[config.mk]
export PLATFORM = sky130hd
export DESIGN_NAME = bcd_updown_counter_n
export DESIGN_NICKNAME = d
export VERILOG_FILES = /design/src/rtl/bcd_updown_counter_n.sv
export SDC_FILE = /design/constraint.sdc
export NUM_CORES = 1
export LEC_CHECK = 0
export CAP_MARGIN = 25
export CORE_UTILIZATION = 40
export DETAILED_ROUTE_END_ITERATION = 12
export GPL_TIMING_DRIVEN = 0
export HOLD_SLACK_MARGIN = 0.08
export PLACE_DENSITY_LB_ADDON = 0.12
export REMOVE_ABC_BUFFERS = 1
export SYNTH_ARGS = -nofsm -noshare
export SYNTH_HDL_FRONTEND = slang
export SYNTH_SLANG_ARGS = --single-unit
[constraint.sdc]
create_clock -name clk -period 2.3 [get_ports clk]
set_input_delay 0.23 -clock clk [delete_from_list [all_inputs] [get_ports clk]]
set_output_delay 0.23 -clock clk [all_outputs]
set_load 0.02 [all_outputs]
[src/rtl/bcd_updown_counter_n.sv]
// Multi-digit BCD up/down counter with step prescaler,
// parallel load and wrap/saturate handling at the limits.
module bcd_updown_counter_n #(
  parameter int DIGITS  = 2,
  parameter int CLK_DIV = 1
) (
  input  logic                  clk,
  input  logic                  rst,
  input  logic                  enable,
  input  logic                  direction,
  input  logic                  sat_mode,
  input  logic                  load,
  input  logic [4*DIGITS-1:0]   load_val,
  output logic [4*DIGITS-1:0]   count,
  output logic                  at_limit,
  output logic                  tc
);

  localparam int W  = 4 * DIGITS;
  localparam int PW = (CLK_DIV > 1) ? $clog2(CLK_DIV) : 1;
  localparam logic [PW-1:0] PRE_LAST = PW'(CLK_DIV - 1);

  logic [W-1:0]  r_count;
  logic [PW-1:0] r_pre;
  logic          r_tc;

  logic [W-1:0]  w_next;
  logic [W-1:0]  w_load;
  logic [3:0]    w_d;
  logic [3:0]    w_ld;
  logic          w_max;
  logic          w_min;
  logic          w_carry;
  logic          w_step;
  logic          w_hold;

  // One ripple pass: carry/borrow flows from digit 0 upward
  always_comb begin
    w_next  = '0;
    w_load  = '0;
    w_d     = '0;
    w_ld    = '0;
    w_max   = 1'b1;
    w_min   = 1'b1;
    w_carry = 1'b1;
    for (int i = 0; i < DIGITS; i++) begin
      w_d   = r_count[4*i +: 4];
      w_max = w_max & (w_d == 4'd9);
      w_min = w_min & (w_d == 4'd0);
      if (!w_carry) begin
        w_next[4*i +: 4] = w_d;
      end else if (direction) begin
        if (w_d == 4'd9) begin
          w_next[4*i +: 4] = 4'd0;
        end else begin
          w_next[4*i +: 4] = w_d + 4'd1;
          w_carry          = 1'b0;
        end
      end else begin
        if (w_d == 4'd0) begin
          w_next[4*i +: 4] = 4'd9;
        end else begin
          w_next[4*i +: 4] = w_d - 4'd1;
          w_carry          = 1'b0;
        end
      end
      w_ld = load_val[4*i +: 4];
      w_load[4*i +: 4] = (w_ld > 4'd9) ? 4'd9 : w_ld;
    end
  end

  assign at_limit = direction ? w_max : w_min;
  assign w_step   = enable & (r_pre == PRE_LAST);
  assign w_hold   = at_limit & sat_mode;

  always_ff @(posedge clk) begin
    if (rst) begin
      r_count <= '0;
      r_pre   <= '0;
      r_tc    <= 1'b0;
    end else if (load) begin
      r_count <= w_load;
      r_pre   <= '0;
      r_tc    <= 1'b0;
    end else if (w_step) begin
      r_pre <= '0;
      r_tc  <= at_limit;
      if (!w_hold) begin
        r_count <= w_next;
      end
    end else if (enable) begin
      r_pre <= r_pre + 1'b1;
      r_tc  <= 1'b0;
    end else begin
      r_tc  <= 1'b0;
    end
  end

  assign count = r_count;
  assign tc    = r_tc;

endmodule

Word level (Yosys, flattened, before mapping)
Index checks and enable logic that the tools add are counted.

word-level totals
  bits in read-only memories = 0
  output and inout port bits = 10
  register bits after elaboration = 10
  bits of input ports = 14
  logic and storage cells = 44
  memories kept = 0
  RAM bits = 0
  bits in latches = 0

cells by class
  equality and inequality tests = 3
  mux-type cells = 16
  add/sub/neg operators = 5
  $lt $le $gt $ge = 2
  multipliers = 0
  divide/modulo/power cells = 0
  reduce and logical (&&, ||, !) cells = 8
  shifts and indexed selects = 0
  bitwise gates (word level) = 6

operators with widths
  cell                 count
  $mux 4               9
  $mux 8               3
  $add 4x1->4 const B  2
  $eq 4x4->1 const B   2
  $gt 4x4->1 const B   2
  $logic_not 4->1      2
  $sub 4x1->4 const B  2
  $reduce_or 3->1      2
  $and 1x1->1          4
  $mux 1               4
  $reduce_bool 2->1    2
  $reduce_and 3->1     1
  $ne 2x2->1 const B   1
  $not 1->1            2
  $reduce_and 2->1     1
  $add 1x1->1 const B  1

Longest topological paths before layout
Gate-level depths: netlist (run 1).

  depth after elaboration = 7
  gate-level depth with buffers = 6
  depth with buffers taken out = 5

Least setup slack after synthesis (run 1)
Ideal clock, no wire load.

  path type = reg2reg
  start point = register r_count[2] (netlist: count[2])
  end point = register r_tc (netlist: tc)
  required time = 2.238 ns
  path slack = -0.051 ns
  arrival = 2.289 ns
  period minus slack after synthesis = 2.351 ns
  cell stages (with the launch flop) = 6
  buffers on the path = 1
  setup time = 0.062 ns
  cell sequence = dfxtp_1 -> buf_6 -> or4_4 -> or4_4 -> a21boi_0 -> and3_1

on the way
  cells in the longest elaborated chain, start to end = 3
  elaborated cells between the ends (all ways) = 5
  those cells by class = 1 x eq/ne; 1 x mux; 2 x bitwise; 1 x reduce/logical

ends and longest elaborated chain
  element                                        line    text
  from (decl)                                    23      logic [W-1:0] r_count;
  from (signal assigned)                         82      r_count <= w_load;
  from (signal assigned)                         89      r_count <= w_next;
  $eq 4x4->1 or $logic_not 4->1 (tied branches)  48, 49
  $and 1x1->1, on equally long branches          48, 49
  $mux 1 *                                       72      assign at_limit = direction ? w_max : w_min;
  net at_limit                                   15      output logic at_limit,
  to (signal assigned)                           87      r_tc <= at_limit;
  to (decl)                                      25      logic r_tc;

The timed path passes the listed nets; every way through them passes the cells marked *.
A chain may end at the register's enable or synchronous reset.

Worst setup path in the final report (run 1)
  start point = register r_count[1] (netlist: count[1])
  end point = output port at_limit

on the way
  cells in the longest elaborated chain, start to end = 3
  elaborated cells between the ends (all ways) = 5
  those cells by class = 1 x eq/ne; 1 x mux; 2 x bitwise; 1 x reduce/logical

ends and longest elaborated chain
  element                                        line
  $eq 4x4->1 or $logic_not 4->1 (tied branches)  48, 49
  $and 1x1->1, on equally long branches          48, 49
  $mux 1 *                                       72
  to (decl)                                      15

Mark *: on every way between the ends. The rest lies on a longest branch, timed or not.

==> metrics.md, run 1 <==
| Metric | Value |
|---|---|
| Max Root-Sink Buffers | `2` |
| Power after layout | `0.562 mW` |
| Rows | `16` |
| CTS root buf | `clkbuf_4` |
| Synth Register Bits | `10` |
| Overall die height | `47.9 um` |
| Register area | `206 um2` |
| Post-Synthesis Cell Area | `842 um2` |
| CTS H-Tree Depth | `1` |
| Worst-margin pin slew | `0.634 ns` |
| Initial antenna violation count | `0` |
| Avg Inst Size Synth | `7.73 um2` |
| First-pass GRT wire length | `3.29 mm` |
| Multi-input gate area | `589 um2` |
| GRT Residual Overflow | `0` |
| Top cells by area, synth | `dfxtp_1 24%, o21ai_0 4.8%, nand2_1 4.5%, clkbuf_1 3.6%, nor4b_1 3.1%` |
| HP Class | `reg2reg` |
| Worst R2R Path Depth | `5` |
| Post-Syn Instances | `109` |
| Sequential share of the synthesized area | `23.8%` |
| Area of the core | `1960 um2` |
| Crit path DAT | `1.98 ns` |
| EDFF count, synth | `0` |
| Die width | `47.9 um` |
| Final setup fails | `0` |
| Vias | `868` |
| Synth area leader | `dfxtp_1` |
| Final Hold Vio Count | `0` |
| CP Capture Type | `output port` |
| Initial Utilization | `42.9%` |
| Critical Path RT | `2.07 ns` |
| Core Util, Final | `56.4%` |
| Gr usage total | `20.6%` |
| Reg2reg end | `count[3]` |
| Clock Sinks | `10` |
| Post-synth top cells | `10 x dfxtp_1, 10 x nand2_1, 8 x clkbuf_1, 8 x o21ai_0` |
| Detailed-route wire length per cell | `13.1 um` |
| Setup_tns | `0 ns` |
| Clock latency on the worst-skew pair | `0.28 ns` |
| Placer Congestion | `0.826` |
| I/O pins | `24` |
| Maximum clock frequency | `0.453 GHz` |
| Die Area | `2290 um2` |
| CTS tree | `yes` |
| Critical path origin | `count[1]` |
| Main synth FF type | `dfxtp_1` |
| Static leakage | `0.397 nW` |
| PortBufs | `23` |
| CP max FO | `12` |
| Area grow syn2layout | `31.5%` |
| Layout cells sized above 1 | `15.0%` |
| WHS | `0.496 ns` |
| Slew headroom | `57.6%` |
| Final Skew | `0.00644 ns` |
| Worst vdd ir | `0.000370 V` |
| Final ANT Viol Nets | `0` |
| Filler cells | `204` |
| Total of warnings raised by yosys | `0` |
| Fin crit share | `96.1%` |
| DR pass1 iterations | `4` |
| DRC | `0` |
| WL final | `2.02 mm` |
| Slew Viols, Final | `0` |
| Setup crit end | `at_limit` |
| Largest net degree at the start of global routing | `16` |
| Period minus WS final | `2.21 ns` |
| DP Area | `1060 um2` |
| Dpl hpwl | `1.44 mm` |
| Vias in the first global route | `722` |
| Max_cap viols | `0` |
| 1st-iter DRT viols | `23` |
| Post-synthesis async set-or-reset flop share | `0%` |
| Nets | `142` |
| R2R Setup Slk | `0.17 ns` |
| FF-to-FF Start | `count[1]` |
| Status | `completed` |
| Vias per inst | `5.64` |
| Antenna cells | `0` |
| Critical path class | `reg2out` |
| Synth cell types | `43` |
| Design area | `1110 um2` |
| Crit path launch type | `flop` |
| Share of Yosys cell area claimed by the top area cell type | `23.8%` |
| Clk slew on worst S/H paths | `0.07 ns` |
| PD cells | `508 nW/um2` |
| Number of buffers created by CTS | `3` |
[how the worst min path moves through the flow]
stage	start	to	cells after the start
after floorplan	rst	count[7]	1
final	r_pre	r_pre	1
after global routing	r_pre	r_pre	1
after CTS	r_pre	r_pre	1
after global placement	r_pre	r_pre	1
after detailed placement	r_pre	r_pre	1
[sequential cells by signal, summed over array words and instances, names as in the netlist]
name   cells
count      8
r_pre      1
tc         1
[stage by stage]
step	worst slack [ns]	std cells
after CTS	0.0255	154
after global placement	-0.686	150
after detailed placement	-0.676	150
after global routing	-0.00108	154
final	0.0904	154
after floorplan	-0.0382	100
[power breakdown]
group,switching (mW),internal (mW)
Clock,0.0715,0.0963
Sequential,0.0324,0.186
Combinational,0.0849,0.0915
[logic make-up (layout without fill, tap and decap cells)]
group / Yosys count / after routing / synth area share [%]
compound gates: 35 / 35 / 31.7
xor+xnor: 4 / 4 / 4.16
simple gates: 45 / 45 / 31.2
mux: 2 / 2 / 2.53
buf+inv: 13 / 31 / 6.69
flops: 10 / 10 / 23.8
[routing by layer]
metal / vias up / GRT usage (%) / share of wire, %
met5: - / 0 / 0
met2: 30 / 28.1 / 44
li1: 450 / - / -
met4: 0 / 6.11 / 0.89
met3: 4 / 5.66 / 6.6
met1: 384 / 30.9 / 48
[what timing repair did]
| item | in CTS | in global routing |
|---|---|---|
| setup endpoints to repair | 6 | 1 |
| hold buffers | 0 | 0 |
| buffers inserted | 0 | 0 |
| pin swaps | 0 | 1 |
| resized for setup | 10 | 3 |
[cell usage in the layout, fill, tap and decap left out, types with 2 or more instances in the layout]
cell type        instances
nand3_1                  4
inv_1                    4
a211oi_1                 3
nor4b_1                  3
dfxtp_1                  7
nand2_1                 10
nor2_1                   4
and3_1                   4
nor3_1                   2
o21ai_0                  8
nor4_1                   2
clkdlybuf4s50_1         21
nand4_1                  4
a21oi_1                  4
o311a_1                  2
xor2_1                   3
dfxtp_2                  2
or4_4                    2
nor2b_1                  4
clkbuf_4                 3
o31a_1                   2
o211ai_1                 3
[critical path, cell delays in order (launching register included)]
cell      delay, ns
dfxtp_4        0.38
or4_4          0.55
or4_4          0.47
a21boi_2       0.15
buf_4          0.16
[layout make-up]
class,count,area share (%)
multi-input combinational,86,53.2
timing repair buffer,23,20.5
sequential,10,18.6
clock buffer,4,3.28
tap,27,3.05
inverter,4,1.36
(Power assumes the default switching activity.)
==> run 2, diff against run 1 <==
--- a/config.mk
+++ b/config.mk
@@ -12,6 +12,7 @@
 export HOLD_SLACK_MARGIN = 0.08
 export PLACE_DENSITY_LB_ADDON = 0.12
 export REMOVE_ABC_BUFFERS = 1
+export SLEW_MARGIN = 20
 export SYNTH_ARGS = -nofsm -noshare
 export SYNTH_HDL_FRONTEND = slang
 export SYNTH_SLANG_ARGS = --single-unit
==> results of run 2 <==
No change in the layout: final DEF, timing and power equal those of run 1.
==> run 3, diff against run 2 <==
==> constraint.sdc (replaced) <==
create_clock -name clk -period 2.4 [get_ports clk]
set_input_delay 0.24 -clock clk [delete_from_list [all_inputs] [get_ports clk]]
set_output_delay 0.24 -clock clk [all_outputs]
set_load 0.02 [all_outputs]
==> run 3 against run 2 <==
Worst hold slack hardly changed. Global-route usage up 0.15 points. Power fell by 4.2%. Die area unchanged. Final cell count is the same. Via count fell by 0.12%. Routed wire length barely moved. Critical endpoint unchanged. Sequential cell count stayed put. Sequential power decreased by 4%. Setup slack improved by 0.052 ns.
==> metrics.md, run 3 (same netlist as run 1, synthesis figures left out) <==
| Metric | Value |
|---|---|
| Largest net degree at the start of global routing | `16` |
| Hold Path Stages | `1` |
| Final Hold Vio Count | `0` |
| Hold_buf cts | `0` |
| Design area | `1100 um2` |
| Power Internal | `0.358 mW` |
| 1st-iter DRT viols | `23` |
| Worst Hold End | `r_pre` |
| Critical Path RT | `2.16 ns` |
| GRT Residual Overflow | `0` |
| WHS | `0.496 ns` |
| Inst Count DP | `150` |
| Period minus WS final | `2.26 ns` |
| R2R Setup Slk | `0.26 ns` |
| Worst vdd ir | `0.000355 V` |
| Vias in the first global route | `729` |
| CTS root buf | `clkbuf_4` |
| Switching power | `0.181 mW` |
| Combinational group share of total power | `31.3%` |
| Dpl ws | `-0.596 ns` |
| Critical Path Max Stage Delay | `0.55 ns` |
| Gr usage total | `20.8%` |
| Switching Fraction | `33.6%` |
| RSZ-0062 raised after global routing | `no` |
| Cell mode on critical path | `or4_4` |
| Slew Viols, Final | `0` |
| Area of the core | `1960 um2` |
| DP Area | `1060 um2` |
| Detailed-route wire length per cell | `13.1 um` |
| Setup_tns | `0 ns` |
| Max Root-Sink Buffers | `2` |
| Number of buffers created by CTS | `3` |
| Initial Utilization | `42.9%` |
| CP Capture Type | `output port` |
| Post-CTS sizing | `8` |
| Vias per inst | `5.63` |
| Overall die height | `47.9 um` |
| PortBufs | `23` |
| Filler cells | `203` |
| Final ANT Viol Nets | `0` |
| Final Skew | `0.00638 ns` |
| I/O pins | `24` |
| Static leakage | `0.397 nW` |
| Rows | `16` |
| Final Worst Setup Slack | `0.142 ns` |
| Critical path cell sequence | `or4_4 -> or4_4 -> a21boi_2 -> buf_2` |
| Max_cap viols | `0` |
| FF-to-FF Start | `count[1]` |
| DR pass1 iterations | `4` |
| Reg2reg end | `count[3]` |
| Antenna cells | `0` |
| CTS H-Tree Depth | `1` |
| CP max FO | `12` |
| Die width | `47.9 um` |
| Most frequent cells in the layout | `21 x clkdlybuf4s50_1, 10 x nand2_1, 8 x o21ai_0` |
| First-pass GRT wire length | `3.32 mm` |
| Area grow syn2layout | `30.9%` |
| Setup Fix Bufs, Post-CTS | `0` |
| Final setup fails | `0` |
| Worst-margin pin slew | `0.634 ns` |
| DRC | `0` |
| Placer Congestion | `0.826` |
| Crit path DAT | `2.02 ns` |
| WL final | `2.02 mm` |
| Final Instance Count excl. Fillers | `154` |
| Status | `completed` |
| Die Area | `2290 um2` |
| Max reg flops | `8` |
| Clock Sinks | `10` |
| Clk slew on worst S/H paths | `0.07 ns` |
| Buffers and inverters on the worst path | `1` |
| Nets | `142` |
| PD cells | `489 nW/um2` |
| Crit path launch type | `flop` |
| Leading cell type in the layout, fill and taps excluded | `clkdlybuf4s50_1` |
| Layout cells sized above 1 | `15.0%` |
| CTS tree | `yes` |
| Critical path class | `reg2out` |
| Dpl hpwl | `1.44 mm` |
| Fin crit share | `94.1%` |
| Maximum clock frequency | `0.443 GHz` |
| Worst R2R Path Depth | `5` |
| HP Class | `reg2reg` |
| Vias | `867` |
| Initial antenna violation count | `0` |
| Clock latency on the worst-skew pair | `0.28 ns` |
| Largest delay share family, worst path | `simple AND/OR/NAND/NOR gates` |
| Slew headroom | `57.6%` |
| Sequential share of power | `38.9%` |
| Clock Power Share | `29.9%` |
| Hold Crit Start | `r_pre` |
| Slowest cell on the critical path | `or4_4` |
run 3: changes by cell type in the layout (fill, tap and decap cells not counted):
cell,change
dfxtp_4,-1
buf_4,-1
buf_2,+1
dfxtp_2,+1
run 3: power by group through the flow:
stage,Sequential [mW],Combinational [mW],Clock [mW]
floorplan,0.219,0.0862,0
global placement,0.212,0.166,0
detailed placement,0.212,0.169,0
CTS,0.209,0.169,0.163
global route,0.214,0.188,0.173
finish,0.209,0.168,0.161
run 3: how the worst max path moves through the flow:
stage	from	endpoint	cells after the start
finish	count[1]	at_limit	4
global placement	direction	at_limit	5
floorplan	count[1]	tc	4
CTS	count[2]	at_limit	4
detailed placement	direction	at_limit	5
global route	count[1]	at_limit	4
run 3: per-stage QoR:
step                utilization (%)  power [mW]
finish                         56.2       0.539
global route                   56.2       0.574
CTS                            56.3       0.541
detailed placement             54.3       0.381
global placement               54.3       0.378
floorplan                         -       0.306
run 3: area by class of cell:
type | count | area, um2 | share of cell area (%)
tap | 27 | 33.8 | 3.06
timing repair buffer | 23 | 224 | 20.3
multi-input combinational | 86 | 589 | 53.5
sequential | 10 | 204 | 18.5
inverter | 4 | 15.0 | 1.36
clock buffer | 4 | 36.3 | 3.29
run 3: metal layers:
| layer | vias up | routed length, um | GRT usage (%) | part of all wire [%] |
|---|---|---|---|---|
| met5 | - | 0 | 0 | 0 |
| met4 | 0 | 18 | 6.11 | 0.89 |
| met3 | 4 | 127 | 5.66 | 6.3 |
| met2 | 30 | 895 | 28.6 | 44 |
| met1 | 384 | 981 | 30.9 | 48 |
| li1 | 449 | - | - | - |
run 3: worst reg2reg max path, stage by stage (launching register included):
cell and delay (ns):
dfxtp_2 0.38, or4_4 0.55, or4_4 0.47, a21oi_4 0.24
nor2_1 0.11, o311a_1 0.29
